**src/rtl/pipefq_if.sv**
```systemverilog
// Handshake bundle between the IF stage (master) and the fetch queue (slave).
interface pipefq_if #(
  parameter int unsigned DEPTH = 4
);
  localparam int unsigned CW = $clog2(DEPTH) + 1;

  logic          in_valid;
  logic [31:0]   in_pc4;
  logic [31:0]   in_ins;
  logic          in_ready;
  logic          out_ready;
  logic          out_valid;
  logic [31:0]   out_pc4;
  logic [31:0]   out_ins;
  logic          flush;
  logic [CW-1:0] count;

  modport master (
    output in_valid, in_pc4, in_ins, out_ready, flush,
    input  in_ready, out_valid, out_pc4, out_ins, count
  );

  modport slave (
    input  in_valid, in_pc4, in_ins, out_ready, flush,
    output in_ready, out_valid, out_pc4, out_ins, count
  );
endinterface

```
**src/rtl/pipefq.sv**
```systemverilog
// Instruction fetch queue between IF and the IF/ID boundary: in-order circular
// buffer of {pc4, ins}, one-cycle flush, outputs purely from registered state.
module pipefq #(
  parameter int unsigned DEPTH = 4
) (
  input  logic     clock,
  input  logic     resetn,
  pipefq_if.slave  q
);
  localparam int unsigned AW = $clog2(DEPTH);
  localparam int unsigned CW = AW + 1;

  logic [63:0]   mem [DEPTH];
  logic [AW-1:0] rd_ptr;
  logic [AW-1:0] wr_ptr;
  logic [CW-1:0] cnt;
  logic          push;
  logic          pop;
  logic          full;
  logic          empty;
  logic [63:0]   head;

  assign full  = (cnt == CW'(DEPTH));
  assign empty = (cnt == '0);

  // Ready never looks at out_ready, so an ID stall has no combinational path to IF.
  assign push = q.in_valid & ~full & ~q.flush;
  assign pop  = ~empty & q.out_ready & ~q.flush;

  always_ff @(posedge clock or negedge resetn) begin
    if (!resetn) begin
      rd_ptr <= '0;
      wr_ptr <= '0;
      cnt    <= '0;
    end else if (q.flush) begin
      rd_ptr <= '0;
      wr_ptr <= '0;
      cnt    <= '0;
    end else begin
      if (push) wr_ptr <= wr_ptr + AW'(1);
      if (pop)  rd_ptr <= rd_ptr + AW'(1);
      unique case ({push, pop})
        2'b10:   cnt <= cnt + CW'(1);
        2'b01:   cnt <= cnt - CW'(1);
        default: cnt <= cnt;
      endcase
    end
  end

  // One register per entry so each slot carries its own async clear.
  for (genvar g = 0; g < DEPTH; g++) begin : g_entry
    always_ff @(posedge clock or negedge resetn) begin
      if (!resetn) begin
        mem[g] <= '0;
      end else if (push && (wr_ptr == AW'(g))) begin
        mem[g] <= {q.in_pc4, q.in_ins};
      end
    end
  end

  assign head = mem[rd_ptr];

  always_comb begin
    q.in_ready  = ~full;
    q.out_valid = ~empty;
    q.count     = cnt;
    q.out_pc4   = '0;
    q.out_ins   = '0;
    if (!empty) begin
      q.out_pc4 = head[63:32];
      q.out_ins = head[31:0];
    end
  end
endmodule

```
**src/flat_wrapper.sv**
```systemverilog
// flat-port wrapper written by rule: the top's interface ports become plain ports
module pipefq_flat 
#(
  parameter int unsigned DEPTH = 4
)
  (clock, resetn, q_in_valid, q_in_pc4, q_in_ins, q_out_ready, q_flush, q_in_ready, q_out_valid, q_out_pc4, q_out_ins, q_count);
  pipefq_if #(.DEPTH(DEPTH)) q_i ();
  input  logic clock;
  input  logic resetn;
  input wire logic [$bits(q_i.in_valid)-1:0] q_in_valid;
  input wire logic [$bits(q_i.in_pc4)-1:0] q_in_pc4;
  input wire logic [$bits(q_i.in_ins)-1:0] q_in_ins;
  input wire logic [$bits(q_i.out_ready)-1:0] q_out_ready;
  input wire logic [$bits(q_i.flush)-1:0] q_flush;
  output wire logic [$bits(q_i.in_ready)-1:0] q_in_ready;
  output wire logic [$bits(q_i.out_valid)-1:0] q_out_valid;
  output wire logic [$bits(q_i.out_pc4)-1:0] q_out_pc4;
  output wire logic [$bits(q_i.out_ins)-1:0] q_out_ins;
  output wire logic [$bits(q_i.count)-1:0] q_count;
  assign q_i.in_valid = q_in_valid;
  assign q_i.in_pc4 = q_in_pc4;
  assign q_i.in_ins = q_in_ins;
  assign q_i.out_ready = q_out_ready;
  assign q_i.flush = q_flush;
  assign q_in_ready = q_i.in_ready;
  assign q_out_valid = q_i.out_valid;
  assign q_out_pc4 = q_i.out_pc4;
  assign q_out_ins = q_i.out_ins;
  assign q_count = q_i.count;
  pipefq #(.DEPTH(DEPTH)) u_core (.clock(clock), .resetn(resetn), .q(q_i));
endmodule
```
**config.mk**
```make
export PLATFORM = sky130hd
export DESIGN_NAME = pipefq_flat
export DESIGN_NICKNAME = d
export VERILOG_FILES = /design/src/rtl/pipefq_if.sv /design/src/rtl/pipefq.sv /design/src/flat_wrapper.sv
export SDC_FILE = /design/constraint.sdc
export NUM_CORES = 1
export LEC_CHECK = 0
export CORE_ASPECT_RATIO = 0.5
export CORE_MARGIN = 1
export CORE_UTILIZATION = 51
export CTS_BUF_LIST = sky130_fd_sc_hd__clkbuf_4 sky130_fd_sc_hd__clkbuf_8
export DETAILED_ROUTE_END_ITERATION = 6
export PLACE_DENSITY = 0.73
export SYNTH_ARGS = -nofsm -noshare
export SYNTH_HDL_FRONTEND = slang
export SYNTH_SLANG_ARGS = --single-unit
```
**constraint.sdc**
```tcl
create_clock -name clock -period 5.6 [get_ports clock]
set_input_delay 0.56 -clock clock [delete_from_list [all_inputs] [get_ports clock]]
set_output_delay 0.56 -clock clock [all_outputs]
set_load 0.02 [all_outputs]
```
After elaboration in Yosys (flattened, before gate mapping)
Cells that the tools add are included.

word-level totals
  word-level logic and storage cells = 46
  output and inout port bits = 69
  bits of input ports = 69
  flip-flop bits (word level) = 263

cells by class
  order comparisons = 1
  add/sub/neg operators = 4
  muxes and demuxes = 11
  bitwise gates (word level) = 8
  reduce and logical (&&, ||, !) cells = 9
  equal/unequal tests = 6

operators with widths
  cell                                                                   count
  64-bit binary-select mux with 2-bit select                             1
  64-bit two-way mux                                                     2
  32-bit two-way mux                                                     2
  2-bit two-way mux                                                      4
  2-bit equality test, second input constant                             3
  3-bit one-hot mux with 2 select lines                                  1
  2-bit by 1-bit adder with 2-bit output, second input constant          2
  1-bit AND                                                              4
  2-bit by 1-bit equality test with 1-bit output, second input constant  2
  1-bit logical AND                                                      4
  2-bit nonzero test                                                     2
  3-bit by 1-bit adder with 3-bit output, second input constant          1
  3-bit equality test, second input constant                             1
  3-bit greater-or-equal comparator, second input constant               1
  3-bit logical NOT                                                      1
  3-bit two-way mux                                                      1
  1-bit inverter                                                         3
  2-bit inverter with 3-bit output                                       1
  3-bit nonzero test                                                     1
  3-bit by 1-bit subtractor with 3-bit output, second input constant     1
  2-bit logical NOT                                                      1

Depth between registers and ports, before layout
  depth in word-level cells = 7
  depth in mapped cells = 7
  gate-level depth less buffers = 6

Least setup slack after synthesis
OpenSTA, ideal clock, no wires.

  path kind = reg2out
  start point = register u_core.rd_ptr[0]
  end point = output q_out_ins[0]
  data arrival time = 1632 ps
  cell stages (with the launch flop) = 5
  path buffers = 2
  data required time = 5040 ps
  slack = 3408 ps
  cell sequence = dfrtp_1 buf_2 buf_2 mux4_2 and2_1

on the way
  cells in the longest elaborated chain, start to end = 5

ends and longest elaborated chain
  what                                                    line                RTL
  start, declared                                         pipefq.sv:14        logic [AW-1:0] rd_ptr;
  start signal, assigned                                  pipefq.sv:41        if (pop) rd_ptr <= rd_ptr + AW'(1);
  2-bit inverter with 3-bit output (implied by the code)  pipefq.sv:61        assign head = mem[rd_ptr];
  64-bit binary-select mux with 2-bit select              pipefq.sv:61
  64-bit two-way mux (implied by the code) (2 in series)  pipefq.sv:61
  32-bit two-way mux                                      pipefq.sv:69        if (!empty) begin
  end, declared                                           flat_wrapper.sv:18  output wire logic [$bits(q_i.out_ins)-1:0] q_out_ins;

No other way between the ends. The select of a mux whose other input is x is not followed.

Final worst setup path
  start point = register u_core.rd_ptr[0]
  end point = output q_out_pc4[31]

on the way
  cells in the longest elaborated chain, start to end = 5

ends and longest elaborated chain
  what                                                    line                RTL
  2-bit inverter with 3-bit output (implied by the code)  pipefq.sv:61
  64-bit binary-select mux with 2-bit select              pipefq.sv:61
  64-bit two-way mux (implied by the code) (2 in series)  pipefq.sv:61
  32-bit two-way mux                                      pipefq.sv:69
  end, declared                                           flat_wrapper.sv:17  output wire logic [$bits(q_i.out_pc4)-1:0] q_out_pc4;

No other way between the ends. The select of a mux whose other input is x is not followed.

==> metrics.txt <==
clk root buf clkbuf_8; ys flop type dfrtp_1; drc violations 0; Post-synth EDFFs 0; Port Buffer Count 137; ys async rst share 100%; CTS Sinks 263; Compound-Gate Fraction of Synth Area 1.03%; CP cell instances buf_4 -> mux4_2 -> and2_1 -> clkdlybuf4s50_1; Synth Warn # 0; Synth area leader dfrtp_1; GRT Util Overall 21.5%; vias in the first global route 7756; clk buf depth 3; Pwr Density 437 mW/mm^2; net count after synthesis 828; top post-synthesis cells by count 263 x dfrtp_1, 136 x mux2_2, 120 x mux2_4; initial DRC count 324; I/O Pins 138; Setup TNS 0 ns; chip height 113 um; first-pass GRT wire length 42400 um; Detailed Route WL 25900 um; initial core utilization 52.3%; Hold Slack 0.501 ns; TritonCTS buffer count 39; drt first pass iters 4; slew at the pin with the worst max-slew slack 1.18 ns; Die Span X 224 um; antenna viol nets, final 0; Max FO, Critical Path 42; DR vias/cell 5.53; crit path max-delay cell type dfrtp_4; largest family of logic cells by synthesized area multiplexers; synth top area cells dfrtp_1 52%, mux2_4 14%, mux2_2 12%; Routed WL per cell 20.7 um; xor and xnor area share after synthesis 0.278%; largest net degree at the start of global routing 189; Avg Synthesized Cell Area 16.7 sq um; crit-path max cell delay 1.02 ns; Post-Synth Adder-Cell Area 0.555%; Final Critical Period 3.84 ns; mux contribution to synthesized area 37.8%; Vias 6921; Final Hold Fails 0; Data required, critical path 5.04 ns; Slew Limit Headroom 21.0%; RSZ-0062 raised after global routing no; htree depth 2; skew final 0.0212 ns; CP Launch Type register; Synth cell types 38; Tcrit/Tclk final 68.6%; layout cells sized above 1 44.7%; die area 0.0254 sq mm; CTS tree done; post-synthesis sequential area ratio 52.2%; crit path DAT 3.28 ns; total grt overflow 0; Highest Clock Rate 0.260 GHz; type of the most critical hold path reg2reg; status complete, no violations; diode count 0; Slew Limit Fails 0; WS Path Type reg2out; antenna violations before repair 0; LEAKAGE 6.54 nW; core area 0.0241 sq mm; HPWL Detailed 15200 um; Post-Synthesis Cells 754; pre-CTS setup slack 2.24 ns; Cell Area, Synth 0.0126 sq mm; post-synthesis sequential element count 263; Post-layout nets 966; clk_lat worst skew 0.53 ns; VDD IR-drop max 196 uV; area share of the largest cell type after synthesis 52.2%; Critical Path Sink Type output pin; Area growth syn-to-layout 18.1%; Worst-path clk slew 0.06 ns; min setup slack post-route 1.76 ns; row count 40; # Post-CTS Setup Buffers 0; # setup viols final 0; most frequent cell after synthesis dfrtp_1; Final Wtd Congestion 0.782; Max-Cap Viols 0; Synth Area in Simple Gates 4.42%
==> report_power, final <==
part / total, W / internal [W] / switching [W]
Combinational: 0.00201 / 0.00131 / 0.000704
Clock: 0.00164 / 0.000910 / 0.000727
Sequential: 0.00286 / 0.00249 / 0.000372
Total: 0.00651 / 0.00470 / 0.00180
==> area by class of cell <==
cell class                 count  area [sq um]
timing repair buffer         149          1480
multi-input combinational    433          5580
tap                          336           420
fill                        1861          9220
clock buffer                  60           763
clock inverter                 5          50.0
sequential                   263          6590
inverter                       6          22.5
==> critical path, delay by kind of cell, from the launching register on <==
family	cells	cell delay [ns]
buffers and inverters	2	0.98
flip-flops	1	1.02
AND/OR/NAND/NOR	1	0.17
multiplexers	1	0.54
==> placed cells by master (no fill, tap or decap), types with 3 or more instances in the layout <==
cell / instances
mux4_2: 64
o21ai_0: 3
ha_1: 4
buf_4: 10
clkbuf_4: 10
dfrtp_1: 261
and2_1: 64
mux2_2: 136
mux2_4: 120
inv_1: 4
nor2_1: 4
clkdlybuf4s50_1: 136
clkinv_2: 4
a21oi_1: 4
clkbuf_8: 50
nand3b_1: 3
==> flip-flops by register name (all words and copies together) (netlist names) <==
register,cells
u_core.mem,256
u_core.q.count,3
u_core.rd_ptr,2
u_core.wr_ptr,2
==> routing by layer <==
metal | GRT usage (%) | wire, um | vias up
met5 | 0 | 0 | -
met2 | 34.1 | 12400 | 124
met3 | 4.23 | 883 | 53
met4 | 6.44 | 574 | 0
li1 | - | - | 3029
met1 | 30.2 | 12000 | 3715
==> logic make-up (layout without fill, tap and decap cells) <==
family          count (synthesis)  after routing
fa+ha+maj                       5              5
simple gates                   85             85
compound gates                 19             19
buf+inv                        58            220
mux                           320            320
xor+xnor                        4              4
flops                         263            263
==> final timing paths <==
kind	start	endpoint	slack [ns]	cells after the start
setup / recovery	u_core.rd_ptr[0]	q_out_pc4[31]	1.76	4
hold / removal	u_core.mem[51]	u_core.mem[51]	0.50	1
setup reg to reg	u_core.q.count[0]	u_core.mem[77]	3.01	5
hold reg to reg	u_core.mem[51]	u_core.mem[51]	0.50	1
max in group asynchronous	resetn	u_core.mem[140]	3.49	3
min in group asynchronous	resetn	u_core.mem[121]	0.59	2
==> metrics by stage <==
step	power (W)	cell area, sq um	util [%]	std cells
floorplan	0.00424	12600	-	754
global placement	0.00485	14100	58.4	1186
detailed placement	0.00492	14100	58.4	1186
CTS	0.00659	14900	61.8	1252
global route	0.00686	14900	61.8	1252
finish	0.00651	14900	61.8	1252
==> repair_timing <==
| item | CTS | global route |
|---|---|---|
| hold buffers | 1 | 0 |
| hold endpoints to repair | 22 | 0 |
| gates resized for setup | 0 | 0 |
No activity file was read; power rests on OpenSTA's default activity.
